--- src/rtl/rpg_pkg.sv ---
// rpg_pkg: shared modes, FSM states and default polynomials for the rpg_prog generator.
package rpg_pkg;
   typedef enum logic [1:0] {
      RPG_LFSR = 2'b00,
      RPG_CNT  = 2'b01,
      RPG_WALK = 2'b10,
      RPG_RSVD = 2'b11
   } rpg_mode_e;

   typedef enum logic [1:0] {
      ST_IDLE,
      ST_RUN,
      ST_DONE
   } rpg_state_e;

   localparam logic [7:0]  RPG_POLY8  = 8'h1D;
   localparam logic [15:0] RPG_POLY16 = 16'h002D;
endpackage

--- src/rtl/rpg_step.sv ---
// rpg_step: combinational next-pattern function; the reserved mode falls through to LFSR.
module rpg_step
   import rpg_pkg::*;
#(
   parameter int WIDTH = 8
) (
   input  logic [WIDTH-1:0] pat_i,
   input  logic [WIDTH-1:0] poly_i,
   input  rpg_mode_e        mode_i,
   output logic [WIDTH-1:0] next_o
);
   always_comb begin
      next_o = mode_i == RPG_CNT  ? pat_i + WIDTH'(1) :
               mode_i == RPG_WALK ? {pat_i[WIDTH-2:0], pat_i[WIDTH-1]} :
                                    (pat_i << 1) ^ ({WIDTH{pat_i[WIDTH-1]}} & poly_i);
   end
endmodule

--- src/rtl/rpg_prog.sv ---
// rpg_prog: programmable LBIST pattern generator (LFSR / counter / walking-one)
// with seed load, pause, pattern count and busy/valid/done status.
module rpg_prog
   import rpg_pkg::*;
#(
   parameter int WIDTH = 8,
   parameter int CNT_W = 16
) (
   input  logic             clk,
   input  logic             rst,
   input  logic             start,
   input  logic             seed_load,
   input  logic [WIDTH-1:0] seed,
   input  logic [WIDTH-1:0] poly,
   input  logic [1:0]       mode,
   input  logic [CNT_W-1:0] num_patterns,
   input  logic             pause,
   output logic [WIDTH-1:0] pattern,
   output logic             valid,
   output logic             busy,
   output logic             done
);
   rpg_state_e       state_q, state_d;
   rpg_mode_e        mode_q, mode_d;
   logic [WIDTH-1:0] pat_q, pat_d, poly_q, poly_d, base, step;
   logic [CNT_W-1:0] cnt_q, cnt_d;
   logic             accept, adv, last;

   rpg_step #(.WIDTH(WIDTH)) u_step (
      .pat_i  (pat_q),
      .poly_i (poly_q),
      .mode_i (mode_q),
      .next_o (step)
   );

   always_ff @(posedge clk or posedge rst) begin
      if (rst) begin
         state_q <= ST_IDLE;
         mode_q  <= RPG_LFSR;
         poly_q  <= '0;
         pat_q   <= '0;
         cnt_q   <= '0;
      end else begin
         state_q <= state_d;
         mode_q  <= mode_d;
         poly_q  <= poly_d;
         pat_q   <= pat_d;
         cnt_q   <= cnt_d;
      end
   end

   // Zero is a lock-up value for LFSR and walking-one, so a zero start value is bumped to 1.
   always_comb begin
      base    = seed_load ? seed : pat_q;
      accept  = start && state_q != ST_RUN;
      adv     = state_q == ST_RUN && !pause;
      last    = cnt_q == CNT_W'(1);
      state_d = accept ? (num_patterns == '0 ? ST_DONE : ST_RUN) :
                adv && last ? ST_DONE : state_q;
      mode_d  = accept ? rpg_mode_e'(mode) : mode_q;
      poly_d  = accept ? poly : poly_q;
      cnt_d   = accept ? num_patterns : adv ? cnt_q - CNT_W'(1) : cnt_q;
      pat_d   = accept ? ((base == '0 && rpg_mode_e'(mode) != RPG_CNT) ? WIDTH'(1) : base) :
                adv && !last ? step : pat_q;
   end

   assign pattern = pat_q;
   assign valid   = adv;
   assign busy    = state_q == ST_RUN;
   assign done    = state_q == ST_DONE;
endmodule

--- config.mk ---
export PLATFORM = sky130hd
export DESIGN_NAME = rpg_prog
export DESIGN_NICKNAME = d
export VERILOG_FILES = /design/src/rtl/rpg_pkg.sv /design/src/rtl/rpg_step.sv /design/src/rtl/rpg_prog.sv
export SDC_FILE = /design/constraint.sdc
export NUM_CORES = 1
export LEC_CHECK = 0
export CAP_MARGIN = 20
export CORE_UTILIZATION = 35
export CTS_BUF_LIST = sky130_fd_sc_hd__clkbuf_8
export CTS_CLUSTER_SIZE = 8
export DETAILED_ROUTE_END_ITERATION = 6
export GPL_ROUTABILITY_DRIVEN = 0
export GPL_TIMING_DRIVEN = 0
export HOLD_SLACK_MARGIN = 0.02
export PLACE_DENSITY = 0.65
export RECOVER_POWER = 100
export SYNTH_ARGS = -nofsm -noshare
export SYNTH_HDL_FRONTEND = slang
export SYNTH_SLANG_ARGS = --single-unit
--- constraint.sdc ---
create_clock -name clk -period 2.35 [get_ports clk]
set_clock_uncertainty 0.1 [all_clocks]
set_input_delay 0.5875 -clock clk [delete_from_list [all_inputs] [get_ports clk]]
set_output_delay 0.5875 -clock clk [all_outputs]
set_load 0.03 [all_outputs]
==> results.toml <==
[clocking]
clockBufferDepth = 2
numCtsBuffers = 5
htreeDepth = 2
root_buffer = "clkbuf_8"
cts_tree = "done"
clk_pin_slew_ps = 80
cts.sinks = 36
postCtsHoldBufs = 0
insertion_delay_ps = 300

[floorplanning]
core_area_sq_um = 5990
die_w_um = 81.3
ioPinCount = 50
die_y_um = 81.3
die_area_sq_um = 6620
initial_utilization_pct = 36.8
rows = 28

[placed_design]
place_hpwl_mm = 4.68
port_buffers = 49
post_dp_cell_area_sq_um = 2810
post-place-ws_ps = -643

[logic_synthesis]
ys_seq_elements = 36
synth_ff_type = "dfrtp_1"
syn_area_per_cell_sq_um = 8.47
ys_types = 55
synth_area_sq_um = 2200
syn_nets = 302
async_flop_share_pct = 100
yosys_warnings = 0
seq_area_frac_synth_pct = 40.9
synth_edf_count = 0
syn_inst = 260

[power_and_ir_drop]
power_leakage_uw = 0.00121
p_per_area_nw_per_um2 = 1260
ir_drop_mv = 0.572

[sta]
hold_viol = 0
tightest_slew_ps = 620
timing.hold.ws_ps = 383
rsz0062_at_grt = "no"
fin_crit_sh_pct = 97.9
slew_headroom_pct = 58.7
min_period_ps = 2300
fin_ws_ps = 48.4
maxSlewViolCount = 0
clock.fmax_mhz = 434
setup_viol = 0

[drt]
wire_per_inst_um = 16.0
routed_via_density = 5.67
dr.first_iter.drc_count = 293
postRouteAntennaNets = 0
post-route-drc-count = 0
routed_wl_mm = 6.29
drtPass1Iterations = 5
via_count = 2233

[critical_path]
critPathLaunchType = "input pin"
endpoint_kind = "primary output"
cp_slowest_stage_delay_ps = 410
crit_top_cell = "buf_6"
worstPathMaxFanout = 10
crit_path_start = "pause"
crit_type = "in2out"
critical-path-slowest-cell = "clkdlybuf4s50_1"
required_ps = 1660
cp_data_arrival_time_ps = 1610
r2r_start = "pattern[4]"
cp_top_family = "buffers and inverters"
crit_chain = "clkdlybuf4s50_1, or2_4, inv_1, buf_6, buf_6"
rrSetupSlack_ps = 150
critPathBufInv = 4

[layout]
final_core_util_pct = 48.6
layout_commonest_cell = "nand2_1"
drive_above_1_share_pct = 8.15
synthToLayoutAreaGrowth_pct = 32.0
antenna_cells = 0
nets = 360
fin_area_sq_um = 2910
final_cell_mix = "54 x nand2_1, 36 x dfrtp_1, 34 x clkdlybuf4s50_1, 15 x o21ai_0, 15 x a21oi_1"

[grt]
grt_max_degree = 25
track_usage_pct = 20.4
grt_pass1_vias = 2023
overflow = 0
antenna_found_initial = 0
grt_pass1_wl_mm = 10.1

[outcome]
status = "finished clean"

[run]
cap_violations = 0

[min_path]
min-delay-start = "poly_q[4]"
hp-class = "reg2reg"
==> report_power, final <==
group / switching, uW / internal [uW]
Sequential: 360 / 930
Combinational: 1100 / 795
Clock: 238 / 234
Total: 1700 / 1960
==> state kept, by name, summed over array words and instances, names as in the netlist <==
| name | flops |
|---|---|
| state_q | 2 |
| cnt_q | 16 |
| poly_q | 8 |
| pattern | 8 |
| mode_q | 2 |
==> Yosys cell counts, drive strengths merged, types with 2 or more instances <==
| master | n | area [sq um] |
|---|---|---|
| o211ai | 6 | 45.0 |
| or3 | 2 | 12.5 |
| buf | 5 | 33.8 |
| clkbuf | 10 | 38.8 |
| inv | 10 | 37.5 |
| ha | 3 | 37.5 |
| xnor2 | 2 | 17.5 |
| or2 | 2 | 12.5 |
| and4 | 2 | 17.5 |
| o311ai | 5 | 43.8 |
| a221o | 8 | 80.1 |
| dfrtp | 36 | 901 |
| nor2b | 4 | 25.0 |
| nand4 | 8 | 50.1 |
| o21ai | 15 | 75.1 |
| and2 | 2 | 12.5 |
| a211oi | 2 | 15.0 |
| and3 | 3 | 18.8 |
| nor3 | 5 | 25.0 |
| nor2 | 12 | 45.0 |
| o221ai | 3 | 32.5 |
| nor4 | 8 | 62.6 |
| nand2 | 54 | 203 |
| nand2b | 2 | 12.5 |
| a21oi | 15 | 75.1 |
| a21o | 2 | 15.0 |
| nand3 | 11 | 60.1 |
| or4 | 3 | 22.5 |
==> tightest hold or removal path, stage by stage (launching register included) <==
cell and delay (ps):
dfrtp_1 350, nand2_1 50, nand2_1 60
==> path summary, 6_finish.rpt <==
kind	to	depth (start not counted)
max in group asynchronous	poly_q[4]	3
worst min register to register	poly_q[4]	2
worst max register to register	pattern[4]	6
worst max-delay path	valid	5
min in group asynchronous	cnt_q[3]	2
worst min-delay path	poly_q[4]	2
==> per-layer routing <==
metal	wire length, um	global-route usage, %	vias to the layer above
met3	301	2.47	10
met4	98	7.68	0
met2	2940	31.8	70
met1	2940	28.5	1071
met5	0	0	-
li1	-	-	1082
==> through the flow <==
step | total power [uW] | setup TNS (ps) | std cells
detailed placement | 3170 | -2700 | 385
floorplan | 2530 | 0 | 260
global placement | 3120 | -2600 | 384
CTS | 3660 | 0 | 394
finish | 3660 | 0 | 394
global route | 3940 | 0 | 394
==> cell families (layout without fill, tap and decap cells) <==
family / after synthesis / count (layout) / synth area share, %
simple gates: 122 / 122 / 27.9
compound gates: 69 / 69 / 22.4
flops: 36 / 36 / 40.9
buf+inv: 25 / 84 / 5.00
fa+ha+maj: 4 / 4 / 2.16
xor+xnor: 3 / 3 / 1.19
mux: 1 / 1 / 0.454
==> cell type report <==
| class | count | area [sq um] |
|---|---|---|
| plain buffers | 14 | 71.3 |
| fillers | 573 | 3080 |
| flip-flops and latches | 36 | 901 |
| clock buffers | 6 | 82.6 |
| inverters | 10 | 37.5 |
| well taps | 75 | 93.8 |
| repair buffers | 52 | 502 |
| clock inverters | 2 | 11.3 |
| multi-input cells | 199 | 1210 |
==> repair_timing <==
action,4_1_cts,5_1_grt
gates resized for setup,14,3
pin swaps,4,0
buffers inserted,2,0
cloned,0,0
endpoints found under the setup margin,3,6
(Power assumes the default switching activity.)
